`config.mk`:
```
export PLATFORM = sky130hd
export DESIGN_NAME = perf_trace_monitor
export DESIGN_NICKNAME = d
export VERILOG_FILES = /design/src/rtl/perf_trace_monitor.sv
export SDC_FILE = /design/constraint.sdc
export NUM_CORES = 1
export LEC_CHECK = 0
export ABC_CLOCK_PERIOD_IN_PS = 5800
export BUFFER_PORTS_ARGS = -buffer_cell sky130_fd_sc_hd__buf_2
export CORE_MARGIN = 5
export CORE_UTILIZATION = 60
export DETAILED_ROUTE_END_ITERATION = 8
export GPL_ROUTABILITY_DRIVEN = 0
export HOLD_SLACK_MARGIN = 0.08
export PLACE_DENSITY_LB_ADDON = 0.12
export SYNTH_ARGS = -nofsm -noshare
export SYNTH_HDL_FRONTEND = slang
export SYNTH_SLANG_ARGS = --single-unit
```
`constraint.sdc`:
```
create_clock -name clk_i -period 5.8 [get_ports clk_i]
set_input_delay 0.29 -clock clk_i [delete_from_list [all_inputs] [get_ports clk_i]]
set_output_delay 0.29 -clock clk_i [all_outputs]
set_load 0.05 [all_outputs]
```
`src/rtl/perf_trace_monitor.sv`:
```
// perf_trace_monitor: run controller, saturating performance counters and a
// valid/ready state-dump sequencer (header, register file, data memory).
module perf_trace_monitor #(
    parameter int CNT_W      = 32,
    parameter int NUM_REGS   = 32,
    parameter int DMEM_WORDS = 8,
    parameter int MAX_CYCLES = 15,
    parameter int AUTO_DUMP  = 1
) (
    input  logic        clk_i,
    input  logic        rst_i,
    input  logic        start_i,
    input  logic        stall_i,
    input  logic        branch_i,
    input  logic        flush_i,
    input  logic        retire_i,
    input  logic [31:0] pc_i,
    output logic        halt_o,
    input  logic        dump_req_i,
    output logic [4:0]  reg_raddr_o,
    input  logic [31:0] reg_rdata_i,
    output logic [31:0] dmem_raddr_o,
    input  logic [31:0] dmem_rdata_i,
    output logic        out_valid_o,
    input  logic        out_ready_i,
    output logic [1:0]  out_tag_o,
    output logic [5:0]  out_idx_o,
    output logic [31:0] out_data_o,
    output logic        out_last_o,
    output logic        busy_o,
    output logic        done_o
);

    localparam logic [5:0] HDR_LAST = 6'd4;
    localparam logic [5:0] REG_LAST = 6'(NUM_REGS - 1);
    localparam logic [5:0] MEM_LAST = 6'(DMEM_WORDS - 1);

    // DRAIN holds the final beat until accepted; idx_q points at the next beat to load.
    typedef enum logic [2:0] {S_IDLE, S_HDR, S_REG, S_MEM, S_DRAIN, S_DONE} state_t;

    state_t            state_q, state_d;
    logic [5:0]        idx_q, idx_d;
    logic [CNT_W-1:0]  cyc_q, cyc_d, stl_q, stl_d, fls_q, fls_d, ret_q, ret_d;
    logic              halt_q, halt_d;
    logic [4:0][31:0]  snap_q, snap_d;
    logic              ov_q, ov_d, olast_q, olast_d;
    logic [1:0]        otag_q, otag_d;
    logic [5:0]        oidx_q, oidx_d;
    logic [31:0]       odata_q, odata_d;
    logic              cnt_en, trig, load;

    function automatic logic [CNT_W-1:0] sat_inc(input logic [CNT_W-1:0] v, input logic en);
        return (en && v != {CNT_W{1'b1}}) ? v + CNT_W'(1) : v;
    endfunction

    // Counters advance only while running and not halted; halt latches at the budget.
    always_comb begin
        cnt_en = start_i && !halt_q;
        cyc_d  = sat_inc(cyc_q, cnt_en);
        stl_d  = sat_inc(stl_q, cnt_en && stall_i && !branch_i);
        fls_d  = sat_inc(fls_q, cnt_en && flush_i);
        ret_d  = sat_inc(ret_q, cnt_en && retire_i);
        halt_d = halt_q;
        if (cnt_en && MAX_CYCLES != 0 && 32'(cyc_d) == 32'(MAX_CYCLES))
            halt_d = 1'b1;
    end

    // Dump sequencer: next-beat pointer plus the output register load/release.
    always_comb begin
        state_d = state_q;
        idx_d   = idx_q;
        snap_d  = snap_q;
        ov_d    = ov_q;
        olast_d = olast_q;
        otag_d  = otag_q;
        oidx_d  = oidx_q;
        odata_d = odata_q;
        trig    = (state_q == S_IDLE) &&
                  (dump_req_i || (AUTO_DUMP != 0 && halt_d && !halt_q));
        load    = (state_q == S_HDR || state_q == S_REG || state_q == S_MEM) &&
                  (!ov_q || out_ready_i);
        if (ov_q && out_ready_i) begin
            ov_d    = 1'b0;
            olast_d = 1'b0;
        end
        case (state_q)
            S_IDLE: begin
                if (trig) begin
                    // Snapshot reflects the counters as updated on the trigger edge.
                    state_d   = S_HDR;
                    idx_d     = '0;
                    snap_d[0] = 32'(cyc_d);
                    snap_d[1] = 32'(stl_d);
                    snap_d[2] = 32'(fls_d);
                    snap_d[3] = 32'(ret_d);
                    snap_d[4] = pc_i;
                end
            end
            S_HDR, S_REG, S_MEM: begin
                if (load) begin
                    ov_d   = 1'b1;
                    oidx_d = idx_q;
                    idx_d  = idx_q + 6'd1;
                    if (state_q == S_HDR) begin
                        otag_d = 2'd0;
                        case (idx_q[2:0])
                            3'd0:    odata_d = snap_q[0];
                            3'd1:    odata_d = snap_q[1];
                            3'd2:    odata_d = snap_q[2];
                            3'd3:    odata_d = snap_q[3];
                            default: odata_d = snap_q[4];
                        endcase
                        if (idx_q == HDR_LAST) begin
                            state_d = S_REG;
                            idx_d   = '0;
                        end
                    end else if (state_q == S_REG) begin
                        otag_d  = 2'd1;
                        odata_d = reg_rdata_i;
                        if (idx_q == REG_LAST) begin
                            state_d = S_MEM;
                            idx_d   = '0;
                        end
                    end else begin
                        otag_d  = 2'd2;
                        odata_d = dmem_rdata_i;
                        if (idx_q == MEM_LAST) begin
                            olast_d = 1'b1;
                            state_d = S_DRAIN;
                        end
                    end
                end
            end
            S_DRAIN: if (ov_q && out_ready_i) state_d = S_DONE;
            S_DONE:  state_d = S_IDLE;
            default: state_d = S_IDLE;
        endcase
    end

    // State, counters and output register; reset wins over any same-cycle trigger.
    always_ff @(posedge clk_i) begin
        if (rst_i) begin
            state_q <= S_IDLE;
            idx_q   <= '0;
            cyc_q   <= '0;
            stl_q   <= '0;
            fls_q   <= '0;
            ret_q   <= '0;
            halt_q  <= 1'b0;
            snap_q  <= '0;
            ov_q    <= 1'b0;
            olast_q <= 1'b0;
            otag_q  <= '0;
            oidx_q  <= '0;
            odata_q <= '0;
        end else begin
            state_q <= state_d;
            idx_q   <= idx_d;
            cyc_q   <= cyc_d;
            stl_q   <= stl_d;
            fls_q   <= fls_d;
            ret_q   <= ret_d;
            halt_q  <= halt_d;
            snap_q  <= snap_d;
            ov_q    <= ov_d;
            olast_q <= olast_d;
            otag_q  <= otag_d;
            oidx_q  <= oidx_d;
            odata_q <= odata_d;
        end
    end

    assign halt_o       = halt_q;
    assign reg_raddr_o  = (state_q == S_REG) ? idx_q[4:0] : 5'd0;
    assign dmem_raddr_o = (state_q == S_MEM) ? {24'd0, idx_q, 2'b00} : 32'd0;
    assign out_valid_o  = ov_q;
    assign out_tag_o    = otag_q;
    assign out_idx_o    = oidx_q;
    assign out_data_o   = odata_q;
    assign out_last_o   = olast_q;
    assign busy_o       = (state_q != S_IDLE);
    assign done_o       = (state_q == S_DONE);

endmodule

```
# After elaboration in Yosys (flattened, before gate mapping)
# Cells that the tools add are included.
# word_totals
input_bits	105
reg_bits	340
output_inout_bits	82
wordCells	111
# classes
n_mux	37
n_reduce_logical	30
eq_ne	22
add_sub_neg	5
# op_table
op	count
$mux W32	6
$add A32 B1 Y32 const B	4
$ne A32 B32 Y1 const B	4
$pmux W32 S4	1
$mux W6	6
$eq A32 B4 Y1 const B	1
$mux W3	8
$logic_and A1 B1 Y1	14
$eq A3 B2 Y1 const B	4
$eq A6 B3 Y1 const B	2
$pmux W6 S2	1
$mux W1	10
$pmux W3 S3	1
$mux W8	1
$ne A4 B4 Y1 const B	2
$add A6 B1 Y6 const B	1
$eq A3 B1 Y1 const B	2
$eq A3 B3 Y1 const B	2
$eq A6 B5 Y1 const B	1
$logic_not A3 Y1	2
$ne A2 B2 Y1 const B	3
$reduce_and A6 Y1	1
$mux W5	1
$logic_or A1 B1 Y1	4
8 further kinds	12

# Logic depth before layout (Yosys ltp)
# logic_depth
word_depth	12
ltp_mapped	13
ltp_nobuf	10

# Worst setup path before layout
# Ideal clock, no wire load.
# synth_timing
path_kind	register -> register
start	reg cyc_q[0]
end	reg snap_q[72] (netlist name)
path_stages_with_launch	14
arrival_ns	3.216
period_less_slack_ns	3.339
n_path_buf	3
required_time_ns	5.677
path_slack_ns	2.461
setup_time_ns	0.123
path_cell_list	dfxtp_1 ha_1 nand4_1 or4_1 buf_2 o21ai_4 or3_1 nand4_1 nor4_4 a41oi_2 nor2_4 buf_6 buf_8 mux2_1
# synth_between
elab_chain_cells	10
elab_cells_between_ends	11
cone_classes	1 x add/sub; 2 x eq/ne; 2 x mux; 6 x reduce/logical
# synth_lines
element	line_no	source
start: declaration	43	logic [CNT_W-1:0] cyc_q, cyc_d, stl_q, stl_d, fls_q, fls_d, ret_q, ret_d;
start signal: assignment	159	cyc_q <= cyc_d;
branches (longest 2 deep; another with $add A32 B1 Y32)	n/a	
$mux W32 (*)	53	return (en && v != {CNT_W{1'b1}}) ? v + CNT_W'(1) : v;
$eq A32 B4 Y1 (*)	64	if (cnt_en && MAX_CYCLES != 0 && 32'(cyc_d) == 32'(MAX_CYCLES))
$logic_and A1 B1 Y1 (*)	64	
$mux W1 (*)	64	
$logic_and A1 B1 Y1 (*)	79	(dump_req_i || (AUTO_DUMP != 0 && halt_d && !halt_q));
$logic_or A1 B1 Y1 (*)	79	
$logic_and A1 B1 Y1 (*)	78	trig = (state_q == S_IDLE) &&
$reduce_and A2 Y1 (no source line) (*)	n/a	
end signal: assignment	164	snap_q <= snap_d;
end: declaration	45	logic [4:0][31:0] snap_q, snap_d;
# Mark *: on every way between the ends.
# A chain may end at the register's enable or synchronous reset.

# Final worst setup path
# layout_timing
start	reg cyc_q[0]
end	reg snap_q[111] (netlist name)
# The elaborated chain is that of the path after synthesis.

==> results by group <==
Timing
  • Worst Tran Pin Value: 1280 ps
  • Tmin final: between 4000 and 5000 ps
  • Fin Hold WS: 84.0 ps
  • Final Hold Viols: 0
  • Final Setup Violations: 0
  • Max-slew violation count: 0
  • Max-slew headroom: 14.8%
  • RSZ-0062 raised after global routing: no
  • Final period util: 76.1%
  • Setup TNS: 0 ps
  • Highest clock rate: around 230 MHz
  • Worst clock skew: 16.2 ps

Synthesis
  • Mapped Area: about 16,000 µm²
  • Synth Register Bits: 340
  • Top cells by count, synth: dfxtp_1 (340), nand3_1 (157), a21oi_1 (153)
  • Synth area leader: dfxtp_1
  • Ys async rst share: 0%
  • Syn avg cell area: 8.36 µm²
  • Yosys top cell area share: 42.1%
  • Seq/Total Area, Yosys: 42.1%
  • Yosys warnings: 0
  • Synth Instances: 1,933
  • Count leader, synth: dfxtp_1
  • Library cells used by synthesis: 71
  • Top cells by area, synth: dfxtp_1 (42%), nand3_1 (4.9%), a21oi_1 (4.7%), o21ai_0 (4.4%), a22oi_1 (3.2%)
  • Commonest register cell after synthesis: dfxtp_1
  • Post-synth EDFFs: 0

CTS
  • Total clock sinks: 340
  • Worst-Skew Late Latency: approximately 520 ps
  • Worst-path clk slew: 60 ps
  • CTS buffer count: 38
  • CTS Buffer Depth: 3
  • CTS root buffer: clkbuf_16
  • Post-CTS setup buffers: 0
  • H-Tree Depth: 2
  • CTS tree: done

Die
  • Die W: 174 µm
  • IO Pins: between 150 and 200
  • Die Height: 174 µm
  • Die Area: 30,300 µm²
  • FP Rows: 60
  • Core area: approximately 27,000 µm²
  • Starting Density: 60.4%

Critical path
  • RR Startpoint: cyc_q[0]
  • Crit path DAT: 4840 ps
  • Setup crit end kind: register
  • R2r setup slk: between 1000 and 1500 ps
  • R2r worst-path depth: 11
  • Setup crit start kind: register
  • Reg2reg end: snap_q[111]
  • Critical path data required time: 6220 ps
  • Crit Path Max Fanout: 53
  • Setup CP Type: reg2reg
  • Crit path from: cyc_q[0]

Global route
  • Largest net degree at the start of global routing: 129
  • GRT overflow: 0
  • Total GRT Usage: 31.1%
  • Initial antenna violation count: 0
  • Global-route wire length before repair: 77,800 µm
  • Vias in the first global route: 14,241

Pwr
  • Total power draw: approximately 7300 µW
  • Static Leak: 0.00702 µW
  • PD cells: 395 nW/µm²
  • VDD IR max: 0.000369 V

Routing
  • Iter 0 DRT Violations: 1,812
  • Top Metal Used: met4
  • Drt wl/cell: 20.3 µm
  • Mean number of vias per cell: approximately 6.3
  • WL met1: roughly 21,000 µm
  • Met3 Wirelength: 3860 µm
  • DRT Pass-1 Iters: 6
  • Via Count: 15,307
  • Met2 WL: 22,600 µm
  • Drc violations: 0
  • Routed wire length: 49,100 µm
  • Routed Antenna Nets: 0

Finish
  • Antenna Cells: 0
  • Area delta synth->final: 15.1%
  • Share of cells above drive strength 1: 13.9%
  • Fill count: about 2,100
  • Fin nets: 2,166

Worst hold path
  • Hold Path Sink: out_data_o[10]
  • WHS Path Cells: 3
  • Min-delay worst type: in2reg
  • Worst hold start: reg_rdata_i[10]

Flow run
  • Max Cap Viol: 0

Placement
  • I/O Buffers: 160
  • DP Wirelength: 32,900 µm

Outcome
  • Run status: finished, final reports clean
==> cell type report <==
| cell class | instances | area [µm²] | share of cell area, % |
|---|---|---|---|
| inverter | 24 | 90.1 | 0.485 |
| sequential | 340 | 6810 | 36.6 |
| multi-input combinational | 1418 | 8550 | 46.0 |
| timing repair buffer | 230 | 1490 | 7.99 |
| clock inverter | 7 | 72.6 | 0.391 |
| clock buffer | 58 | 1150 | 6.17 |
| tap | 341 | 427 | 2.30 |
==> per-stage QoR <==
stage          instances  setup WS (ps)  cell area (µm²)  util [%]
6_report            2418           1390            18600      69.5
5_1_grt             2418           1180            18600      69.5
4_1_cts             2418           1510            18600      69.5
3_5_place_dp        2307           1500            16900      63.2
3_3_place_gp        2307           1630            16900      63.2
2_1_floorplan       1958           2460            16200         -
==> routing by layer <==
layer	global-route usage, %	vias to the layer above
met1	42.4	7276
li1	-	7148
met3	5.31	136
met4	11.9	0
met5	0	-
met2	49.5	747
==> logic make-up after synthesis <==
| kind of cell | synth area share [%] |
|---|---|
| simple gates | 24.8 |
| compound gates | 18.0 |
| flops | 42.1 |
| buf+inv | 5.76 |
| xor+xnor | 5.31 |
| mux | 3.28 |
| fa+ha+maj | 0.697 |
| other cells | 0.0232 |
==> placed cells by master (no fill, tap or decap), types with 42 or more instances in the layout <==
master,synthesis,final
buf_2,24,159
dfxtp_1,340,340
xnor2_1,50,50
a22oi_1,69,69
dlygate4sd3_1,0,46
nand2_1,134,134
a21oi_1,153,153
nand3_1,157,157
nor3_1,88,86
o21ai_0,142,142
nand4_1,42,42
and2_1,49,49
nor2_1,121,120
xor2_1,48,48
==> registers in the layout (all words and copies together), names as in the netlist <==
| signal | flops |
|---|---|
| halt_o | 1 |
| out_idx_o | 6 |
| out_last_o | 1 |
| out_valid_o | 1 |
| idx_q | 6 |
| snap_q | 160 |
| cyc_q | 32 |
| ret_q | 32 |
| out_data_o | 32 |
| fls_q | 32 |
| stl_q | 32 |
| state_q | 3 |
| out_tag_o | 2 |
==> report_power, final <==
group          switching [µW]  internal, µW
sequential                151          2560
clock                     944          1410
combinational            1660           622
total                    2750          4590
==> timing repair <==
item | in CTS | in global routing
resized for setup | 0 | 0
hold buffers | 46 | 0
endpoints found under the hold margin | 42 | 0
==> worst max-delay path by stage <==
stage                        to  slack [ps]
floorplan            snap_q[72]        2460
global placement      snap_q[2]        1630
detailed placement    snap_q[2]        1500
CTS                   snap_q[2]        1510
global route        snap_q[111]        1180
finish              snap_q[111]        1390
==> critical path: stages (launching register included) <==
cell	delay (ps)
dfxtp_1	460
ha_1	280
nand4_1	230
or4_1	720
o21ai_4	320
or3_1	210
nand4_1	190
nor4_4	460
a41o_4	710
buf_12	330
a21oi_1	120
a211oi_1	260
No activity file was read; power rests on OpenSTA's default activity.
